File: src/rtl/dmem_pkg.sv
`default_nettype none
// dmem_pkg: shared types and default I/O addresses for the data-memory controller (rev 1.0)
package dmem_pkg;

  typedef enum logic [1:0] {
    S_IDLE  = 2'd0,
    S_WR    = 2'd1,
    S_RD    = 2'd2,
    S_RHOLD = 2'd3
  } state_t;

  localparam logic [14:0] SW_ADDR_DEF  = 15'h6000;
  localparam logic [14:0] LED_ADDR_DEF = 15'h6001;

  typedef struct packed {
    logic [14:0] addr;
    logic [15:0] data;
  } wb_entry_t;

endpackage
`default_nettype wire

File: src/rtl/wr_fifo.sv
`default_nettype none
// wr_fifo: posted-write FIFO; pointers carry an extra wrap bit to tell full from empty (rev 1.0)
module wr_fifo
  import dmem_pkg::*;
#(
  parameter int DEPTH = 2
) (
  input  logic                     clk,
  input  logic                     resetN,
  input  logic                     push,
  input  logic                     pop,
  input  wb_entry_t                din,
  output wb_entry_t                head,
  output logic                     full,
  output logic                     empty,
  output logic [$clog2(DEPTH):0]   count
);

  localparam int AW = $clog2(DEPTH);
  localparam int PW = AW + 1;

  logic [AW:0] wr_ptr;
  logic [AW:0] rd_ptr;
  wb_entry_t   mem [DEPTH];
  logic        do_push;
  logic        do_pop;

  assign empty   = (wr_ptr == rd_ptr);
  assign full    = (wr_ptr[AW] != rd_ptr[AW]) && (wr_ptr[AW-1:0] == rd_ptr[AW-1:0]);
  assign count   = wr_ptr - rd_ptr;
  assign do_pop  = pop && !empty;
  // A push into a full FIFO is only legal when the head leaves in the same cycle.
  assign do_push = push && (!full || do_pop);
  assign head    = mem[rd_ptr[AW-1:0]];

  always_ff @(posedge clk) begin
    if (!resetN) begin
      wr_ptr <= '0;
      rd_ptr <= '0;
    end else begin
      if (do_push) wr_ptr <= wr_ptr + PW'(1);
      if (do_pop)  rd_ptr <= rd_ptr + PW'(1);
    end
  end

  always_ff @(posedge clk) begin
    if (do_push) mem[wr_ptr[AW-1:0]] <= din;
  end

endmodule
`default_nettype wire

File: src/rtl/dmem_ctrl.sv
`default_nettype none
// dmem_ctrl: core data-port responder with posted writes, stalled reads and switch/LED I/O (rev 1.0)
module dmem_ctrl
  import dmem_pkg::*;
#(
  parameter int          WB_DEPTH = 2,
  parameter logic [14:0] SW_ADDR  = SW_ADDR_DEF,
  parameter logic [14:0] LED_ADDR = LED_ADDR_DEF
) (
  input  logic        clk,
  input  logic        resetN,
  input  logic [14:0] data_addr,
  input  logic        read_m,
  input  logic        write_m,
  input  logic [15:0] out_m,
  output logic [15:0] in_m,
  output logic        stall,
  input  logic [3:0]  SW,
  output logic [3:0]  led,
  output logic        mem_req,
  output logic        mem_we,
  output logic [14:0] mem_addr,
  output logic [15:0] mem_wdata,
  input  logic [15:0] mem_rdata,
  input  logic        mem_ack
);

  localparam int CW = $clog2(WB_DEPTH) + 1;

  state_t      state;
  logic [14:0] rd_addr;
  logic [15:0] rd_data;
  logic [3:0]  sw_meta;
  logic [3:0]  sw_sync;

  logic        is_sw;
  logic        is_led;
  logic        io_addr;
  logic        hit;
  logic        read_miss;
  logic        push;
  logic        pop;
  logic        more_wr;
  wb_entry_t   fifo_din;
  wb_entry_t   fifo_head;
  logic        fifo_full;
  logic        fifo_empty;
  logic [CW-1:0] fifo_count;

  assign is_sw    = (data_addr == SW_ADDR);
  assign is_led   = (data_addr == LED_ADDR);
  assign io_addr  = is_sw || is_led;
  // Held data is only trusted while no younger write is queued behind it.
  assign hit      = (state == S_RHOLD) && read_m && !io_addr &&
                    (data_addr == rd_addr) && fifo_empty;
  assign read_miss = read_m && !io_addr && !hit;
  assign stall    = read_miss || fifo_full;

  assign push     = write_m && !io_addr;
  assign pop      = (state == S_WR) && mem_req && mem_ack;
  assign more_wr  = (fifo_count > CW'(1)) || push;
  assign fifo_din = '{addr: data_addr, data: out_m};

  wr_fifo #(
    .DEPTH (WB_DEPTH)
  ) u_wr_fifo (
    .clk    (clk),
    .resetN (resetN),
    .push   (push),
    .pop    (pop),
    .din    (fifo_din),
    .head   (fifo_head),
    .full   (fifo_full),
    .empty  (fifo_empty),
    .count  (fifo_count)
  );

  always_comb begin
    in_m = 16'h0000;
    if (read_m) begin
      if (is_sw)       in_m = {12'b0, sw_sync};
      else if (is_led) in_m = {12'b0, led};
      else if (hit)    in_m = rd_data;
    end
  end

  always_ff @(posedge clk) begin
    if (!resetN) begin
      sw_meta <= '0;
      sw_sync <= '0;
      led     <= '0;
    end else begin
      sw_meta <= SW;
      sw_sync <= sw_meta;
      if (write_m && is_led) led <= out_m[3:0];
    end
  end

  always_ff @(posedge clk) begin
    if (!resetN) begin
      state     <= S_IDLE;
      mem_req   <= 1'b0;
      mem_we    <= 1'b0;
      mem_addr  <= '0;
      mem_wdata <= '0;
      rd_addr   <= '0;
      rd_data   <= '0;
    end else begin
      case (state)
        S_IDLE: begin
          if (!fifo_empty) begin
            state     <= S_WR;
            mem_req   <= 1'b1;
            mem_we    <= 1'b1;
            mem_addr  <= fifo_head.addr;
            mem_wdata <= fifo_head.data;
          end else if (push) begin
            // Launch straight from the incoming write so the request rises next cycle.
            state     <= S_WR;
            mem_req   <= 1'b1;
            mem_we    <= 1'b1;
            mem_addr  <= data_addr;
            mem_wdata <= out_m;
          end else if (read_miss) begin
            state    <= S_RD;
            rd_addr  <= data_addr;
            mem_req  <= 1'b1;
            mem_we   <= 1'b0;
            mem_addr <= data_addr;
          end
        end
        S_WR: begin
          if (!mem_req) begin
            mem_req   <= 1'b1;
            mem_we    <= 1'b1;
            mem_addr  <= fifo_head.addr;
            mem_wdata <= fifo_head.data;
          end else if (mem_ack) begin
            // Drop the request for a cycle; the next head is reloaded from the FIFO.
            mem_req <= 1'b0;
            if (!more_wr) begin
              if (read_miss) begin
                state    <= S_RD;
                rd_addr  <= data_addr;
                mem_req  <= 1'b1;
                mem_we   <= 1'b0;
                mem_addr <= data_addr;
              end else begin
                state <= S_IDLE;
              end
            end
          end
        end
        S_RD: begin
          if (mem_ack) begin
            rd_data <= mem_rdata;
            mem_req <= 1'b0;
            state   <= S_RHOLD;
          end
        end
        S_RHOLD: begin
          state <= (push || !fifo_empty) ? S_WR : S_IDLE;
        end
        default: state <= S_IDLE;
      endcase
    end
  end

endmodule
`default_nettype wire
File: config.mk
export PLATFORM = sky130hd
export DESIGN_NAME = dmem_ctrl
export DESIGN_NICKNAME = d
export VERILOG_FILES = /design/src/rtl/dmem_pkg.sv /design/src/rtl/wr_fifo.sv /design/src/rtl/dmem_ctrl.sv
export SDC_FILE = /design/constraint.sdc
export NUM_CORES = 1
export LEC_CHECK = 0
export BUFFER_PORTS_ARGS = -buffer_cell sky130_fd_sc_hd__clkbuf_2
export CAP_MARGIN = 0
export CORE_MARGIN = 3
export CORE_UTILIZATION = 40
export CTS_BUF_LIST = sky130_fd_sc_hd__clkbuf_4
export DETAILED_ROUTE_END_ITERATION = 6
export PLACE_DENSITY_LB_ADDON = 0.08
export SYNTH_ARGS = -nofsm -noshare
export SYNTH_HDL_FRONTEND = slang
export SYNTH_SLANG_ARGS = --single-unit
File: constraint.sdc
create_clock -name clk -period 3.8 [get_ports clk]
set_clock_uncertainty 0.2 [all_clocks]
set_input_delay 0.76 -clock clk [delete_from_list [all_inputs] [get_ports clk]]
set_output_delay 0.76 -clock clk [all_outputs]
set_load 0.02 [all_outputs]
==> metrics.csv <==
metric,value,unit
outcome,"complete, no violations",
holdPathStages,2,
antenna_found_initial,0,
ff2ff_path_depth,6,
drc,0,
cts_setup_buffers,0,
area_growth,15.4,%
cts_resized,0,
synth_edf_count,62,
grt_usage,0.173,
critPathKind,in -> out,
clk_latency,0.54,ns
vias_per_cell,5.06,
netSwitchingPower,972,uW
core.rowCount,45,
io_pins,110,
leakagePower,2.75,nW
die_y,132,microns
finalCritPeriodShare,0.936,
layout-drive-gt1-share,0.253,
ys_async_sr_fraction,0,
yosysWarnings,0,
pwr-share-comb,0.193,
placed_area,0.00709,sq mm
cp_cell_sequence,clkbuf_2 > nor4b_1 > buf_4 > and4_1 > nand2b_4 > and4bb_4 > and2_1 > clkbuf_2,
p_sw_frac,0.298,
path_clk_slew,0.11,ns
min_to,sw_meta[3]$_SDFF_PN0_,
cp_slowest_cell,nor4b_1,
initial_core_util,0.412,
crit_path_max_incr_delay,0.51,ns
grt-ovfl-total,0,
cts_hold_buf,0,
setup_ws,0.243,ns
crit_required,2.84,ns
place_ws,0.250,ns
setup_viol,0,
root_buffer,clkbuf_4,
core-area,0.0154,sq mm
dr.pass1.iters,4,
multi_input_area,0.00265,sq mm
synth_area,0.00634,sq mm
r2r_start,state[1]$_SDFFE_PN0P_,
fillCellCount,1485,
n_antenna_cell,0,
p_per_area,447,mW/mm^2
power_frac_clock,0.249,
cts_made_buffers,17,
total_power,3.26,mW
crit_path_start_kind,input pin,
ff_latch_area,0.00352,sq mm
relSlewSlack,0.308,
hp-start,SW[3],
rsz0062_at_grt,no,
grt_pass1_wl,24.0,mm
ys_ff_latch,145,
htreeDepth,4,
syn_nets,635,
p_int,2.29,mW
yosysSeqAreaShare,0.556,
min_path_type,in -> reg,
finalMaxSlewViolations,0,
dieWidth,132,microns
fmax,281,MHz
cts_tree,yes,
crit_path_end_kind,output pin,
tightest_slew,1.04,ns
crit_arrival,2.60,ns
critPathMaxFanout,16,
nNetsFinal,739,
dieArea,0.0174,sq mm
clock_path_buffers,2,
drt_iter0_drc,244,
layout_min_cycle_time,3.56,ns
syn_avg_cell_area,11.0,sq um
crit_top_cell,clkbuf_2,
portBuffers,109,
routedWlPerCell,16.3,microns
power_frac_seq,0.558,
ir_worst_vdd,0.000182,V
final.setup.tns,0,ns
r2r_setup_slack,1.14,ns
ant_nets,0,
wl,14.8,mm
hold_viol_final,0,
grt_pass1_vias,4583,
synthFlopType,dfxtp_1,
synth_cell_types,52,
grt_max_degree,85,
drv_cap,0,
cts.sinks,145,
synthCells,578,
final_area,0.00731,sq mm
place_congestion,0.816,
timing.rr.end,mem_addr[3]$_SDFFE_PN0P_,
place_hpwl,9.80,mm
via_count,4584,
==> metrics by stage <==
stage / hold WS (ns) / utilization / instances
3_3_place_gp: 0.217 / 0.461 / 874
4_1_cts: 0.172 / 0.476 / 906
5_1_grt: 0.175 / 0.476 / 906
3_5_place_dp: 0.225 / 0.461 / 874
2_1_floorplan: 0.212 / - / 578
6_report: 0.232 / 0.476 / 906
==> power by group through the flow <==
stage                     clock [mW]  sequential (mW)  combinational (mW)
after floorplan                    0             1.92               0.351
after global placement             0             1.85               0.635
after detailed placement           0             1.86               0.638
after CTS                      0.855             1.82               0.640
after global routing           0.912             1.84               0.693
final                          0.812             1.82               0.629
==> worst max-delay path, delay by kind of cell <==
family	cells	cell delay, ns
buf+inv	3	0.50
simple gates	5	1.34
==> area by class of cell <==
cell class / instances / area share
Timing Repair Buffer: 120 / 0.0859
Clock inverter: 8 / 0.00565
Sequential cell: 145 / 0.482
Inverter: 5 / 0.00257
Tap cell: 211 / 0.0361
Clock buffer: 24 / 0.0246
Multi-Input combinational cell: 393 / 0.363
==> sequential cells by signal, indices dropped and copies added (netlist names), named ones only <==
signal and flops:
u_wr_fifo.rd_ptr 2, state 2, u_wr_fifo.mem 62, mem_addr 15, sw_meta 4, led 4
mem_wdata 16, mem_we 1, rd_data 16, rd_addr 15, sw_sync 4, mem_req 1
u_wr_fifo.wr_ptr 2
==> kinds of logic after synthesis <==
| family | Yosys count | share of synthesized area |
|---|---|---|
| AND/OR/NAND/NOR | 185 | 0.145 |
| flip-flops | 145 | 0.556 |
| AO/OA/AOI/OAI | 121 | 0.132 |
| multiplexers | 65 | 0.106 |
| buffers and inverters | 40 | 0.0282 |
| XOR/XNOR | 21 | 0.0312 |
| adder cells (fa/ha/maj) | 1 | 0.00197 |
==> cell usage after synthesis (all sizes together), types with 2 or more instances <==
| library cell | count | area, sq um |
|---|---|---|
| a21boi | 32 | 240 |
| a21oi | 8 | 40.0 |
| a22o | 12 | 106 |
| a31oi | 3 | 25.0 |
| and2 | 27 | 169 |
| and3 | 2 | 13.8 |
| buf | 15 | 85.1 |
| clkbuf | 20 | 75.1 |
| dfxtp | 83 | 1660 |
| edfxtp | 62 | 1860 |
| inv | 5 | 18.8 |
| mux2 | 15 | 169 |
| mux2i | 50 | 500 |
| nand2 | 85 | 319 |
| nand3 | 7 | 35.0 |
| nand4 | 4 | 25.0 |
| nor2 | 25 | 93.8 |
| nor2b | 22 | 138 |
| nor3 | 2 | 10.0 |
| nor4 | 2 | 27.5 |
| nor4b | 2 | 17.5 |
| o211ai | 16 | 120 |
| o21ai | 27 | 135 |
| o21bai | 2 | 15.0 |
| o22ai | 14 | 87.6 |
| xnor2 | 19 | 166 |
==> metal layers <==
metal | part of all wire | up-vias | GRT usage
li1 | - | 2275 | -
met1 | 0.47 | 2183 | 0.231
met2 | 0.47 | 110 | 0.274
met3 | 0.049 | 16 | 0.0447
met4 | 0.013 | 0 | 0.0583
met5 | 0 | - | 0
==> worst max-delay path by stage <==
stage | endpoint | cells past startpoint | from | slack, ns
4_1_cts | in_m[14] | 8 | data_addr[10] | 0.24
3_3_place_gp | in_m[3] | 9 | data_addr[11] | 0.31
2_1_floorplan | u_wr_fifo.mem[1][0]$_DFFE_PP_ | 5 | data_addr[13] | 0.36
6_report | in_m[14] | 8 | data_addr[10] | 0.24
5_1_grt | in_m[2] | 9 | data_addr[10] | 0.13
3_5_place_dp | in_m[14] | 8 | data_addr[10] | 0.25
==> placed cells by master, fill, tap and decap left out, types with 2 or more instances in the layout <==
| cell | Yosys | final |
|---|---|---|
| edfxtp_1 | 62 | 62 |
| nand3_1 | 7 | 7 |
| a21oi_1 | 8 | 7 |
| inv_1 | 5 | 5 |
| o211ai_1 | 16 | 16 |
| o22ai_1 | 14 | 14 |
| clkbuf_2 | 0 | 109 |
| clkinv_1 | 0 | 3 |
| mux2i_1 | 50 | 50 |
| nor2b_1 | 22 | 22 |
| a21boi_0 | 14 | 14 |
| mux2_2 | 15 | 15 |
| nand2_1 | 85 | 85 |
| nor3_1 | 2 | 2 |
| o21ai_1 | 6 | 6 |
| nor2_4 | 0 | 2 |
| o21bai_1 | 2 | 2 |
| dfxtp_1 | 83 | 82 |
| nor2_1 | 25 | 23 |
| and2_1 | 27 | 27 |
| buf_4 | 1 | 11 |
| nand4_1 | 4 | 4 |
| clkinv_2 | 0 | 3 |
| xnor2_1 | 19 | 19 |
| nor4b_1 | 2 | 2 |
| a21boi_1 | 18 | 18 |
| a31oi_1 | 2 | 2 |
| o21ai_0 | 21 | 21 |
| a22o_1 | 11 | 11 |
| clkinvlp_4 | 0 | 2 |
| clkbuf_4 | 0 | 24 |
(Power assumes the default switching activity.)
